===== src/rtl/pht_init_ctrl_pkg.sv =====
// Shared branch-predictor definitions for the PHT initialisation controller:
// FSM state encoding and default table geometry / reset counter value.
package pht_init_ctrl_pkg;

    // START: one settle cycle after reset, SWEEP: table rewrite, IDLE: forward updates
    typedef enum logic [1:0] {
        START = 2'd0,
        SWEEP = 2'd1,
        IDLE  = 2'd2
    } phtStateT;

    // Default PHT index width (depth is 2^k)
    localparam int PHT_K_DEFAULT = 10;

    // Weakly not-taken 2-bit saturating counter
    localparam logic [1:0] PHT_INITVAL_DEFAULT = 2'b01;

endpackage


===== src/rtl/pht_init_ctrl_if.sv =====
// Bus between the IFU pipeline / PHT and the init controller.
// Update side: UpdValid is a request qualified by ~StallW & ~FlushW; there is no
// ready - the controller either forwards a qualified update to the PHT write port
// in the same cycle (IDLE) or discards it and pulses DroppedUpd (START/SWEEP).
interface pht_init_ctrl_if #(
    parameter int k = 10
) ();
    import pht_init_ctrl_pkg::*;

    logic         InitReq;
    logic         StallW;
    logic         FlushW;
    logic         UpdValid;
    logic [k-1:0] UpdIdx;
    logic [1:0]   UpdDir;
    logic         PHTWe;
    logic [k-1:0] PHTWa;
    logic [1:0]   PHTWd;
    logic         Busy;
    logic [1:0]   DirOverride;
    logic         DroppedUpd;
    phtStateT     DbgState;

    // Pipeline / table side
    modport master (
        output InitReq, StallW, FlushW, UpdValid, UpdIdx, UpdDir,
        input  PHTWe, PHTWa, PHTWd, Busy, DirOverride, DroppedUpd, DbgState
    );

    // Controller side
    modport slave (
        input  InitReq, StallW, FlushW, UpdValid, UpdIdx, UpdDir,
        output PHTWe, PHTWa, PHTWd, Busy, DirOverride, DroppedUpd, DbgState
    );

endinterface


===== src/rtl/pht_sweep_counter.sv =====
// k-bit sweep address counter with synchronous clear (priority) and enable.
// Tc flags the last table index so the FSM can leave the sweep.
module pht_sweep_counter #(
    parameter int k = 10
) (
    input  logic         clk,
    input  logic         reset_n,
    input  logic         Clr,
    input  logic         En,
    output logic [k-1:0] Count,
    output logic         Tc
);

    // Clear beats enable; the increment wraps to 0 after the last index
    always_ff @(posedge clk or negedge reset_n) begin
        if (!reset_n) begin
            Count <= '0;
        end else if (Clr) begin
            Count <= '0;
        end else if (En) begin
            Count <= Count + k'(1);
        end
    end

    assign Tc = &Count;

endmodule


===== src/rtl/pht_init_ctrl.sv =====
// PHT initialisation sequencer and write-port arbiter. After reset or on InitReq
// it rewrites every PHT entry with INITVAL, holding Busy high so fetch uses
// DirOverride; otherwise it forwards qualified M-stage updates to the write port.
module pht_init_ctrl
    import pht_init_ctrl_pkg::*;
#(
    parameter int         k       = PHT_K_DEFAULT,
    parameter logic [1:0] INITVAL = PHT_INITVAL_DEFAULT
) (
    input  logic                  clk,
    input  logic                  reset_n,
    pht_init_ctrl_if.slave        bus
);

    phtStateT     state;
    logic         busyQ;
    logic [k-1:0] sweepCnt;
    logic         sweepLast;
    logic         cntClr;
    logic         cntEn;
    logic         qualUpd;

    // An update only counts when writeback is neither stalled nor flushed
    assign qualUpd = bus.UpdValid & ~bus.StallW & ~bus.FlushW;

    // Restart clears the address; otherwise advance on every sweep cycle.
    // In IDLE the counter already sits at 0, so no clear is needed there.
    assign cntClr = (state == SWEEP) && bus.InitReq;
    assign cntEn  = (state == SWEEP);

    pht_sweep_counter #(.k(k)) uCnt (
        .clk     (clk),
        .reset_n (reset_n),
        .Clr     (cntClr),
        .En      (cntEn),
        .Count   (sweepCnt),
        .Tc      (sweepLast)
    );

    // Sequencer: START -> SWEEP -> IDLE, with InitReq restarting or re-entering SWEEP
    always_ff @(posedge clk or negedge reset_n) begin
        if (!reset_n) begin
            state <= START;
            busyQ <= 1'b1;
        end else begin
            case (state)
                START: begin
                    // A request here is already covered by the sweep that follows
                    state <= SWEEP;
                    busyQ <= 1'b1;
                end
                SWEEP: begin
                    // Restart outranks completion, even on the last index
                    if (!bus.InitReq && sweepLast) begin
                        state <= IDLE;
                        busyQ <= 1'b0;
                    end else begin
                        state <= SWEEP;
                        busyQ <= 1'b1;
                    end
                end
                IDLE: begin
                    if (bus.InitReq) begin
                        state <= SWEEP;
                        busyQ <= 1'b1;
                    end else begin
                        state <= IDLE;
                        busyQ <= 1'b0;
                    end
                end
                default: begin
                    state <= START;
                    busyQ <= 1'b1;
                end
            endcase
        end
    end

    // Write-port mux: the sweep always owns the port; pipeline updates pass through only in IDLE
    always_comb begin
        bus.PHTWe      = 1'b0;
        bus.PHTWa      = bus.UpdIdx;
        bus.PHTWd      = bus.UpdDir;
        bus.DroppedUpd = 1'b0;
        case (state)
            START: begin
                bus.DroppedUpd = qualUpd;
            end
            SWEEP: begin
                bus.PHTWe      = 1'b1;
                bus.PHTWa      = sweepCnt;
                bus.PHTWd      = INITVAL;
                bus.DroppedUpd = qualUpd;
            end
            IDLE: begin
                bus.PHTWe      = qualUpd;
            end
            default: begin
                bus.PHTWe      = 1'b0;
            end
        endcase
    end

    assign bus.Busy        = busyQ;
    assign bus.DirOverride = INITVAL;
    assign bus.DbgState    = state;

endmodule

===== src/flat_wrapper.sv =====
// flat-port wrapper written by rule: the top's interface ports become plain ports
module pht_init_ctrl_flat import pht_init_ctrl_pkg::*;
#(
    parameter int         k       = PHT_K_DEFAULT,
    parameter logic [1:0] INITVAL = PHT_INITVAL_DEFAULT
)
  (clk, reset_n, bus_InitReq, bus_StallW, bus_FlushW, bus_UpdValid, bus_UpdIdx, bus_UpdDir, bus_PHTWe, bus_PHTWa, bus_PHTWd, bus_Busy, bus_DirOverride, bus_DroppedUpd, bus_DbgState);
  pht_init_ctrl_if #(.k(k)) bus_i ();
  input  logic clk;
  input  logic reset_n;
  input wire logic [$bits(bus_i.InitReq)-1:0] bus_InitReq;
  input wire logic [$bits(bus_i.StallW)-1:0] bus_StallW;
  input wire logic [$bits(bus_i.FlushW)-1:0] bus_FlushW;
  input wire logic [$bits(bus_i.UpdValid)-1:0] bus_UpdValid;
  input wire logic [$bits(bus_i.UpdIdx)-1:0] bus_UpdIdx;
  input wire logic [$bits(bus_i.UpdDir)-1:0] bus_UpdDir;
  output wire logic [$bits(bus_i.PHTWe)-1:0] bus_PHTWe;
  output wire logic [$bits(bus_i.PHTWa)-1:0] bus_PHTWa;
  output wire logic [$bits(bus_i.PHTWd)-1:0] bus_PHTWd;
  output wire logic [$bits(bus_i.Busy)-1:0] bus_Busy;
  output wire logic [$bits(bus_i.DirOverride)-1:0] bus_DirOverride;
  output wire logic [$bits(bus_i.DroppedUpd)-1:0] bus_DroppedUpd;
  output wire logic [$bits(bus_i.DbgState)-1:0] bus_DbgState;
  assign bus_i.InitReq = bus_InitReq;
  assign bus_i.StallW = bus_StallW;
  assign bus_i.FlushW = bus_FlushW;
  assign bus_i.UpdValid = bus_UpdValid;
  assign bus_i.UpdIdx = bus_UpdIdx;
  assign bus_i.UpdDir = bus_UpdDir;
  assign bus_PHTWe = bus_i.PHTWe;
  assign bus_PHTWa = bus_i.PHTWa;
  assign bus_PHTWd = bus_i.PHTWd;
  assign bus_Busy = bus_i.Busy;
  assign bus_DirOverride = bus_i.DirOverride;
  assign bus_DroppedUpd = bus_i.DroppedUpd;
  assign bus_DbgState = bus_i.DbgState;
  pht_init_ctrl #(.k(k), .INITVAL(INITVAL)) u_core (.clk(clk), .reset_n(reset_n), .bus(bus_i));
endmodule

===== config.mk =====
export PLATFORM = sky130hd
export DESIGN_NAME = pht_init_ctrl_flat
export DESIGN_NICKNAME = d
export VERILOG_FILES = /design/src/rtl/pht_init_ctrl_pkg.sv /design/src/rtl/pht_init_ctrl_if.sv /design/src/rtl/pht_sweep_counter.sv /design/src/rtl/pht_init_ctrl.sv /design/src/flat_wrapper.sv
export SDC_FILE = /design/constraint.sdc
export NUM_CORES = 1
export LEC_CHECK = 0
export BUFFER_PORTS_ARGS = -buffer_cell sky130_fd_sc_hd__buf_2
export CORE_MARGIN = 4
export CORE_UTILIZATION = 42
export DETAILED_ROUTE_END_ITERATION = 6
export GPL_TIMING_DRIVEN = 0
export PLACE_DENSITY = 0.74
export SETUP_SLACK_MARGIN = 0.4
export SYNTH_ARGS = -nofsm -noshare
export SYNTH_HDL_FRONTEND = slang
export SYNTH_SLANG_ARGS = --single-unit

===== constraint.sdc =====
create_clock -name clk -period 1.55 [get_ports clk]
set_input_delay 0.155 -clock clk [delete_from_list [all_inputs] [get_ports clk]]
set_output_delay 0.155 -clock clk [all_outputs]
set_load 0.05 [all_outputs]

==> impl_results.md <==
- CTS tree: yes
- Dpl ws: -144 ps
- Post-synthesis register bit count: 13
- Peak Freq: roughly 0.55 GHz
- Worst setup margin: -270 ps
- Total congestion overflow: 0
- Initial antenna violation count: 0
- Clock-pin slew on the worst setup and hold paths: 80 ps
- Worst setup SP type: flip-flop
- Per-cell routed wire length: 19.3 µm
- Critical Path Start: u_core.bus.DbgState[1]
- Fin util: 0.865
- Clk pwr share: 0.289
- Sequential power share: 0.468
- DRT Wirelength: 3.66 mm
- Worst-Margin Slew: 510 ps
- Starting density of the core: 0.451
- Reg area: 332 µm²
- Final hold violation count: 0
- Switch share: 0.300
- Tot GR Track Use: 0.240
- Area occupied by multi-input gates: 728 µm²
- Via density: 5.76
- DIE WIDTH: around 55 µm
- Critical Path End Type: output port
- Share of layout cells above drive strength 1: 0.669
- Reg2Reg Launch Point: u_core.bus.DbgState[1]
- First-pass GRT wire length: 4.98 mm
- CP Class: reg -> out
- Violated checks: setup timing
- Number of cell rows: 16
- Switching pwr: 0.226 mW
- Power density over the cells: 430 nW/µm²
- Crit path max fanout: 7
- CTS H-tree lvls: 1
- Post-layout min period: approximately 1800 ps
- Setup Skew: 3.33 ps
- Finish-stage setup viols: 23
- Sequential area share after synthesis: 0.358
- Later-pin clock latency in the skew report: 280 ps
- Drt drc: 0
- ANT nets after route: 0
- Setup TNS Final: -4210 ps
- Internal power: ~0.53 mW
- R2R Setup Slk: -210 ps
- Worst IR Drop VDD: approximately 0.48 mV
- Relative slew slack: 0.660
- Worst min-delay path class: in -> reg
- Number of global-route vias before repair: 1056
- Final Max Tran Viols: 0
- Root buffer cell: clkbuf_4
- Via count: 1095
- Combinational Power Share: 0.243
- Post-route insts no fill: between 150 and 200
- Crit Reg-Reg Endpoint: u_core.bus.DbgState[1]
- Min-delay src: bus_InitReq
- Placed cell count: 162
- Post-layout nets: 187
- Num CTS Buffers: 3
- Syn Inst Count: 101
- Hold WS: ~240 ps
- Mapped Area: between 900 and 1000 µm²
- Critical Path RT: between 1000 and 1500 ps
- Ys flop type: dfrtp_1
- Post-placement cell area: 1170 µm²
- Final clock period utilization by the worst path: 1.17
- Die ar.: 2980 µm²
- CP Data Arrival Time: 1670 ps
- Post-synthesis async set-or-reset flop share: 1.00
- Syn nets: between 100 and 150
- Core area: 2020 µm²
- Gpl congestion: 0.861
- Largest net degree at the start of global routing: 14
- # clock sinks: 13
- Crit path to: bus_PHTWa[3]
- Commonest cells after routing, fill and taps aside: buf_2 (18), buf_4 (16), buf_6 (15)
- RSZ-0062 raised after global routing: yes
- Max cap viols: 0
- Yosys Warn Count: 0
- Post-synth EDFFs: 0
- # fillers: between 90 and 100
- Mean Syn Cell Area: 9.03 µm²
- 1st-iter DRT viols: 67
- R2R depth: 9
- Cell variety after synth: 29
- Total Power: 0.753 mW
- I/O pin total: 37
- DR pass1 iterations: 4
- Result of the run: finished with violations
- Leakage: 0.823 nW
- Die H: about 55 µm
- Max Root-Sink Buffers: 2
- Antenna Cells: 0
- Final HPWL DP: roughly 1.7 mm
- Commonest non-fill, non-tap cell in the layout: buf_2
- PortBufs: 34
- Finished Cell Area: 1750 µm²
- Area growth, synth to finish: 91.8%
[registers in the layout, summed over array words and instances, names as in the netlist]
name,count
u_core.uCnt.Count,10
u_core.bus.DbgState,2
u_core.bus.Busy,1
[cell families after synthesis]
family,count (synthesis),synth area share
and+or+nand+nor,36,0.221
AOI/OAI and AO/OA,23,0.150
DFF,13,0.358
buffers and inverters,11,0.0590
muxes,11,0.136
adders and majority gates,5,0.0686
other,2,0.00823
[power by group through the flow]
| stage | clock (mW) | combinational (mW) | sequential (mW) |
|---|---|---|---|
| 2_1_floorplan | 0 | 0.0739 | 0.358 |
| 3_3_place_gp | 0 | 0.111 | 0.360 |
| 3_5_place_dp | 0 | 0.113 | 0.361 |
| 4_1_cts | 0.216 | 0.163 | 0.351 |
| 5_1_grt | 0.240 | 0.193 | 0.353 |
| 6_report | 0.218 | 0.183 | 0.352 |
[Yosys cell counts (2+ instances only)]
| library cell | number | share of area |
|---|---|---|
| nand3_1 | 5 | 0.027 |
| clkbuf_1 | 2 | 0.0082 |
| dfrtp_1 | 12 | 0.33 |
| nand4_1 | 3 | 0.021 |
| inv_1 | 5 | 0.021 |
| conb_1 | 2 | 0.0082 |
| nand2b_1 | 3 | 0.021 |
| a211oi_1 | 2 | 0.016 |
| nor2b_1 | 4 | 0.027 |
| buf_4 | 3 | 0.025 |
| o31ai_1 | 3 | 0.025 |
| o21ai_0 | 8 | 0.044 |
| or4_1 | 5 | 0.041 |
| a31oi_1 | 2 | 0.014 |
| nand2_1 | 9 | 0.037 |
| a21oi_1 | 5 | 0.027 |
| ha_1 | 5 | 0.069 |
| nor2_1 | 2 | 0.0082 |
| mux2_2 | 11 | 0.14 |
[worst min path at each step]
stage | cells after the start | to | slack (ps)
3_3_place_gp | 1 | u_core.uCnt.Count[5] | 50
2_1_floorplan | 0 | u_core.bus.DbgState[0] | -140
5_1_grt | 4 | u_core.uCnt.Count[5] | 260
3_5_place_dp | 1 | u_core.uCnt.Count[3] | 60
4_1_cts | 4 | u_core.uCnt.Count[5] | 210
6_report | 4 | u_core.uCnt.Count[5] | 240
[metal layers]
layer  wire, µm  GRT usage  vias to the layer above
met1       1460      0.289                      521
met5          0          0                        -
met4        127      0.108                        0
met3        247     0.0354                       18
li1           -          -                      487
met2       1820      0.415                       69
[layout make-up]
class                      count  share of cell area
inverter                       5              0.0107
tap                           27              0.0193
sequential                    13               0.190
multi-input combinational     77               0.416
clock buffer                   4              0.0150
buffer                         6              0.0365
timing repair buffer          58               0.313
[worst max-delay path, cell delays in order, from the launching register on]
cell and delay, ps:
dfrtp_2 420, inv_2 80, ha_4 170, buf_8 120, clkbuf_16 140, mux2_4 310
buf_8 150
[timing repair]
action,4_1_cts,5_1_grt
resized for setup,69,26
buffers inserted,18,4
pin swaps,9,5
hold buffers,1,0
endpoints found under the hold margin,12,0
setup endpoints to repair,28,30
cloned,1,0
Power figures use the tool's default switching activity.
